**src/rtl/blwl_bank_programmer.sv**
```systemverilog
// Bank programmer: assembles BL rows from a word stream and pulses one WL per row.
// Optional parity checking with abort is enabled by defining BLWL_PARITY_CHECK_EN.
module blwl_bank_programmer #(
    parameter int unsigned BL_WIDTH        = 40,
    parameter int unsigned WL_WIDTH        = 4,
    parameter int unsigned DATA_WIDTH      = 8,
    parameter int unsigned WL_PULSE_CYCLES = 2
) (
    input  logic                  prog_clk,
    input  logic                  pReset_n,
    input  logic                  cfg_start,
    input  logic [DATA_WIDTH-1:0] cfg_data,
    input  logic                  cfg_valid,
    input  logic                  cfg_parity,
    output logic                  cfg_ready,
    output logic [BL_WIDTH-1:0]   bl,
    output logic [WL_WIDTH-1:0]   wl,
    output logic                  busy,
    output logic                  done,
    output logic                  err
);

    localparam int unsigned Wpr    = BL_WIDTH / DATA_WIDTH;
    localparam int unsigned WordW  = (Wpr > 1) ? $clog2(Wpr) : 1;
    localparam int unsigned RowW   = (WL_WIDTH > 1) ? $clog2(WL_WIDTH) : 1;
    localparam int unsigned PulseW = (WL_PULSE_CYCLES > 1) ? $clog2(WL_PULSE_CYCLES) : 1;

    localparam logic [WordW-1:0]  LastWord  = WordW'(Wpr - 1);
    localparam logic [RowW-1:0]   LastRow   = RowW'(WL_WIDTH - 1);
    localparam logic [PulseW-1:0] LastPulse = PulseW'(WL_PULSE_CYCLES - 1);

    typedef enum logic [2:0] {
        StIdle,
        StLoad,
        StSetup,
        StPulse,
        StHold
    } state_e;

    state_e              state_q, state_d;
    logic [RowW-1:0]     row_q, row_d;
    logic [WordW-1:0]    word_q, word_d;
    logic [PulseW-1:0]   pulse_q, pulse_d;
    logic [BL_WIDTH-1:0] bl_q, bl_d;
    logic [WL_WIDTH-1:0] wl_q, wl_d;
    logic                done_q, done_d;

`ifdef BLWL_PARITY_CHECK_EN
    logic err_q, err_d;
    logic parity_bad;

    assign parity_bad = ^{cfg_data, cfg_parity};
`else
    logic unused_parity;

    assign unused_parity = cfg_parity;
`endif

    always_comb begin
        state_d = state_q;
        row_d   = row_q;
        word_d  = word_q;
        pulse_d = pulse_q;
        bl_d    = bl_q;
        done_d  = 1'b0;
`ifdef BLWL_PARITY_CHECK_EN
        err_d   = err_q;
`endif

        unique case (state_q)
            StIdle: begin
                // A start coinciding with the done pulse must not chain a new session.
                if (cfg_start && !done_q) begin
                    row_d   = '0;
                    word_d  = '0;
`ifdef BLWL_PARITY_CHECK_EN
                    err_d   = 1'b0;
`endif
                    state_d = StLoad;
                end
            end
            StLoad: begin
                if (cfg_valid) begin
`ifdef BLWL_PARITY_CHECK_EN
                    if (parity_bad) begin
                        err_d   = 1'b1;
                        word_d  = '0;
                        state_d = StIdle;
                    end else
`endif
                    begin
                        bl_d[word_q*DATA_WIDTH +: DATA_WIDTH] = cfg_data;
                        if (word_q == LastWord) begin
                            word_d  = '0;
                            state_d = StSetup;
                        end else begin
                            word_d = word_q + WordW'(1);
                        end
                    end
                end
            end
            StSetup: begin
                pulse_d = '0;
                state_d = StPulse;
            end
            StPulse: begin
                if (pulse_q == LastPulse) begin
                    state_d = StHold;
                end else begin
                    pulse_d = pulse_q + PulseW'(1);
                end
            end
            StHold: begin
                if (row_q == LastRow) begin
                    done_d  = 1'b1;
                    state_d = StIdle;
                end else begin
                    row_d   = row_q + RowW'(1);
                    state_d = StLoad;
                end
            end
            default: state_d = StIdle;
        endcase

        // Registered word line: asserted only for cycles spent in PULSE.
        wl_d = (state_d == StPulse) ? (WL_WIDTH'(1) << row_q) : '0;
    end

    always_ff @(posedge prog_clk or negedge pReset_n) begin
        if (!pReset_n) begin
            state_q <= StIdle;
            row_q   <= '0;
            word_q  <= '0;
            pulse_q <= '0;
            bl_q    <= '0;
            wl_q    <= '0;
            done_q  <= 1'b0;
        end else begin
            state_q <= state_d;
            row_q   <= row_d;
            word_q  <= word_d;
            pulse_q <= pulse_d;
            bl_q    <= bl_d;
            wl_q    <= wl_d;
            done_q  <= done_d;
        end
    end

`ifdef BLWL_PARITY_CHECK_EN
    always_ff @(posedge prog_clk or negedge pReset_n) begin
        if (!pReset_n) begin
            err_q <= 1'b0;
        end else begin
            err_q <= err_d;
        end
    end

    assign err = err_q;
`else
    assign err = 1'b0;
`endif

    assign cfg_ready = (state_q == StLoad);
    assign busy      = (state_q != StIdle);
    assign bl        = bl_q;
    assign wl        = wl_q;
    assign done      = done_q;

endmodule

```
**config.mk**
```make
export PLATFORM = sky130hd
export DESIGN_NAME = blwl_bank_programmer
export DESIGN_NICKNAME = d
export VERILOG_FILES = /design/src/rtl/blwl_bank_programmer.sv
export SDC_FILE = /design/constraint.sdc
export NUM_CORES = 1
export LEC_CHECK = 0
export BUFFER_PORTS_ARGS = -buffer_cell sky130_fd_sc_hd__buf_2
export CAP_MARGIN = 20
export CORE_MARGIN = 1
export CORE_UTILIZATION = 38
export DETAILED_ROUTE_END_ITERATION = 12
export PLACE_DENSITY_LB_ADDON = 0.1
export SETUP_SLACK_MARGIN = 0.15
export SYNTH_ARGS = -nofsm -noshare
export SYNTH_HDL_FRONTEND = slang
export SYNTH_SLANG_ARGS = --single-unit
```
**constraint.sdc**
```tcl
create_clock -name prog_clk -period 6.8 [get_ports prog_clk]
set_input_delay 0.68 -clock prog_clk [delete_from_list [all_inputs] [get_ports prog_clk]]
set_output_delay 0.68 -clock prog_clk [all_outputs]
set_load 0.1 [all_outputs]
```
# --- After elaboration in Yosys (flattened, before gate mapping) ---
# Cells that the tools add are included.
totals:
  output_inout_bits: 48
  reg_bits: 54
op_classes:
  addsub: 4
  n_mux: 19
  n_eq_ne: 10
  n_reduce_logical: 10
  n_shift: 3
ops:
  columns: ["cell", "n"]
  rows:
  - ["40-bit bitwise mux", 1]
  - ["8-bit by 34-bit variable shift with 40-bit output (first input constant)", 1]
  - ["8-bit by 34-bit indexed part select with 40-bit output", 1]
  - ["6-bit negator with 34-bit output", 1]
  - ["3-bit 2-to-1 mux", 7]
  - ["3-bit case mux with 5 select lines", 1]
  - ["3-bit by 2-bit == test with 1-bit output (second input constant)", 3]
  - ["3-bit == test (second input constant)", 2]
  - ["2-bit != test (second input constant)", 3]
  - ["3-bit case mux with 2 select lines", 1]
  - ["3-bit AND reduction", 2]
  - ["2-bit nonzero test", 3]
  - ["1-bit 2-to-1 mux", 4]
  - ["2-bit 2-to-1 mux", 2]
  - ["4-bit 2-to-1 mux", 1]
  - ["2-bit case mux with 2 select lines", 1]
  - ["1-bit by 2-bit left shift with 4-bit output (first input constant)", 1]
  - ["3-bit by 1-bit adder with 3-bit output (second input constant)", 1]
  - ["3-bit by 1-bit == test with 1-bit output (second input constant)", 1]
  - ["3-bit zero test", 1]
  - ["3-bit nonzero test", 1]
  - ["2-bit by 1-bit adder with 2-bit output (second input constant)", 1]
  - ["2-bit == test (second input constant)", 1]
  - ["1-bit case mux with 2 select lines", 1]
  - ["4 further kinds", 4]

# --- Depth between registers and ports, before layout ---
depth:
  ltp_word: 6
  ltp_mapped: 8
  ltp_nobuf: 6

# --- Worst setup path before layout ---
# Ideal clock, no wire load.
synth_timing:
  path_kind: "register to output"
  start: "register state_q[2]"
  end: "output cfg_ready"
  path_buffers: 1
  required_time_ps: 6120
  setup_slack_ps: 3333
  arrival_time_ps: 2787
  stages_incl_launch_ff: 3
  path_cell_list: "dfrtp_1 > buf_6 > nor3b_1"
synth_via:
  elab_chain_len: 1
synth_rtl:
  columns: ["item", "line_no", "rtl"]
  rows:
  - ["start, declared", "40", "state_e state_q, state_d;"]
  - ["start signal, assigned", "131", "state_q <= StIdle;"]
  - ["start signal, assigned", "139", "state_q <= state_d;"]
  - ["3-bit by 1-bit == test with 1-bit output", "163", "assign cfg_ready = (state_q == StLoad);"]
  - ["end, declared", "15", "output logic cfg_ready,"]
# No other way between the ends.

# --- Worst setup path after layout ---
layout_timing:
  start: "register word_q[0]"
  end: "register bl_q[11], in the netlist bl[11]"
layout_via:
  elab_chain_len: 3
  word_cells_on_any_way: 4
layout_rtl:
  columns: ["item", "line_no", "rtl"]
  rows:
  - ["start, declared", "42", "logic [WordW-1:0] word_q, word_d;"]
  - ["start signal, assigned", "141", "word_q <= word_d;"]
  - ["6-bit negator with 34-bit output *", "92", "bl_d[word_q*DATA_WIDTH +: DATA_WIDTH] = cfg_data;"]
  - ["8-bit by 34-bit indexed part select with 40-bit output / 8-bit by 34-bit variable shift with 40-bit output (equally long branches)", "92", null]
  - ["40-bit bitwise mux *", "92", null]
  - ["end signal, assigned", "143", "bl_q <= bl_d;"]
  - ["end, declared", "44", "logic [BL_WIDTH-1:0] bl_q, bl_d;"]
# Every way passes the cells marked *; elsewhere a longest branch is shown, timed or not.
# A chain may end at the register's enable or synchronous reset.

==> flow_metrics.tcl <==
set metrics [dict create \
    htreeDepth 2 \
    worstSetupStartpointType "register" \
    hold_viol_final 0 \
    final_util_pct 47.0 \
    outcome "complete, but fails checks" \
    fmax_mhz 389 \
    dpl.hpwl_um 3680 \
    holdWs_ns 0.485 \
    cts_hold_repair.buffers 0 \
    synth_ff_type "dfrtp_1" \
    fin_crit_ns 2.57 \
    area.sequential_mm2 0.00135 \
    rsz0062_at_grt "no" \
    cts_tree "done" \
    post_cts_resized 0 \
    fin_area_mm2 0.00302 \
    ys_types 33 \
    clockBufferDepth 2 \
    synth_area_leaders "dfrtp_1, mux2_2, mux2i_1" \
    ctsRootBufferMaster "clkbuf_8" \
    synth-seq-cells 54 \
    worst_slew_pin_slew_ns 0.702 \
    gp_congestion 0.717 \
    nets 298 \
    start_util_pct 39.9 \
    required_ns 7.00 \
    drv_slew 0 \
    cts.sinks 54 \
    cap_viol_max_count 0 \
    reg2regPathDepth 6 \
    crit_type "register to register" \
    port_buffers 58 \
    max_stage_delay_ns 0.66 \
    core-area_mm2 0.00642 \
    n_antenna_cell 0 \
    cp_slowest_cell "dfrtp_1" \
    fin_crit_sh_pct 37.8 \
    post_cts_buffers 0 \
    cp_top_family "adder cells" \
    fp.dieArea_mm2 0.00707 \
    area_growth_pct 17.9 \
    synthCells 215 \
    die_w_um 84.1 \
    multi_input_area_mm2 0.00108 \
    clk_transition_reported_paths_ns 0.10 \
    nFillCells 623 \
    viasPerCell 4.83 \
    critPathBufInv 1 \
    async_reset_ff_share_pct 100 \
    drt_pass1_iterations 8 \
    setup_viol 0 \
    synth_edf_count 0 \
    gr-total-overflow 0 \
    cp-end-kind "register" \
    row_count 29 \
    synth_largest_area_cell "dfrtp_1" \
    synth.avg_cell_area_um2 11.9 \
    cp_num_cells 6 \
    antenna_found_initial 0 \
    vias 1700 \
    drc 10 \
    grt_pass1_wl_um 8620 \
    fin_skew_ns 0.00973 \
    ys_seq_area_share_pct 52.8 \
    grt_pass1_vias 1711 \
    drive_gt1_share_pct 36.7 \
    clock_latency_ns 0.31 \
    drtAntennaViolNets 0 \
    grt_max_degree 55 \
    routedWlPerCell_um 15.0 \
    worst-path-max-fanout 16 \
    critPathMostFrequentCell "ha_1" \
    syn-num-nets 239 \
    setup_tns_ns 0 \
    cts_buffers 5 \
    critPathArrivalTime_ns 2.77 \
    pin_count 61 \
    gr-usage-all-layers_pct 15.8 \
    relSlewSlack_pct 53.1 \
    violations "DRC" \
    hp-class "input port to asynchronous set/reset pin" \
    synth_top_area_share_pct 52.8 \
    wirelength_um 5280 \
    syn_area_mm2 0.00256 \
    drtIter0Drc 80 \
    ys_warn_count 0 \
    die_h_um 84.1 \
    postPlaceCellArea_mm2 0.00290 \
    crit_chain "inv_1 -> ha_1 -> ha_1 -> o31a_1 -> nand3_2 -> mux2_2" \
]
==> cells in the final DEF (no fill, tap or decap), types with 2 or more instances in the layout <==
master,n
and2_1,4
nand3_2,4
nor2b_1,4
and3_1,5
dfrtp_1,54
mux2i_1,17
nor3_1,4
buf_2,58
clkbuf_8,5
nor2_1,5
nor4b_1,3
nand3_1,3
ha_1,11
o21ai_0,2
inv_1,21
mux2_2,26
nand2_1,25
nor3b_1,4
nand4_1,2
nand2b_1,2
==> Yosys cell counts (all sizes together), types with 2 or more instances <==
| cell type | count |
|---|---|
| mux2i | 17 |
| and2 | 4 |
| nor2 | 5 |
| dfrtp | 54 |
| inv | 21 |
| nand2b | 2 |
| nand4 | 2 |
| and3 | 5 |
| nor2b | 4 |
| nor3b | 4 |
| buf | 4 |
| nor3 | 4 |
| o21ai | 2 |
| clkbuf | 3 |
| nor4b | 3 |
| nand3 | 7 |
| nand2 | 25 |
| mux2 | 26 |
| ha | 11 |
==> area by class of cell <==
cell class / count / area share [%]
timing repair buffer: 59 / 9.87
inverter: 21 / 2.61
clock buffer: 5 / 2.28
clock inverter: 3 / 1.58
tap: 77 / 3.19
multi-input combinational: 133 / 35.7
sequential: 54 / 44.8
==> worst paths after layout <==
check,start,to,slack (ns)
max,word_q[0],bl[11],4.23
min,pReset_n,state_q[1],0.48
max reg2reg,word_q[0],bl[11],4.23
min reg2reg,bl[22],bl[22],0.51
max in group asynchronous,pReset_n,bl[35],5.85
min in group prog_clk,bl[22],bl[22],0.51
==> state kept, by name, summed over array words and instances (netlist names) <==
register  cells
row_q         2
pulse_q       1
done          1
word_q        3
wl            4
state_q       3
bl           40
==> layer usage <==
| metal | track usage [%] | vias up | routed length (um) |
|---|---|---|---|
| li1 | - | 843 | - |
| met1 | 22.0 | 811 | 2610 |
| met2 | 24.1 | 42 | 2350 |
| met3 | 4.35 | 4 | 264 |
| met4 | 4.70 | 0 | 48 |
| met5 | 0 | - | 0 |
==> kinds of logic after synthesis <==
kind of cell,count (synthesis),share of synthesized area [%]
fa+ha+maj,11,5.38
buf+inv,28,5.13
other cells,1,0.146
simple gates,70,15.4
mux,43,18.1
flops,54,52.8
compound gates,8,3.08
==> stage by stage <==
step                setup WS (ns)  instances
floorplan                    3.33        215
global placement             4.22        344
detailed placement           4.20        344
CTS                          4.19        352
global route                 4.02        352
finish                       4.23        352
Power is not shown: default switching activity piles up to over one toggle a cycle in this logic, so the estimate is an artifact.
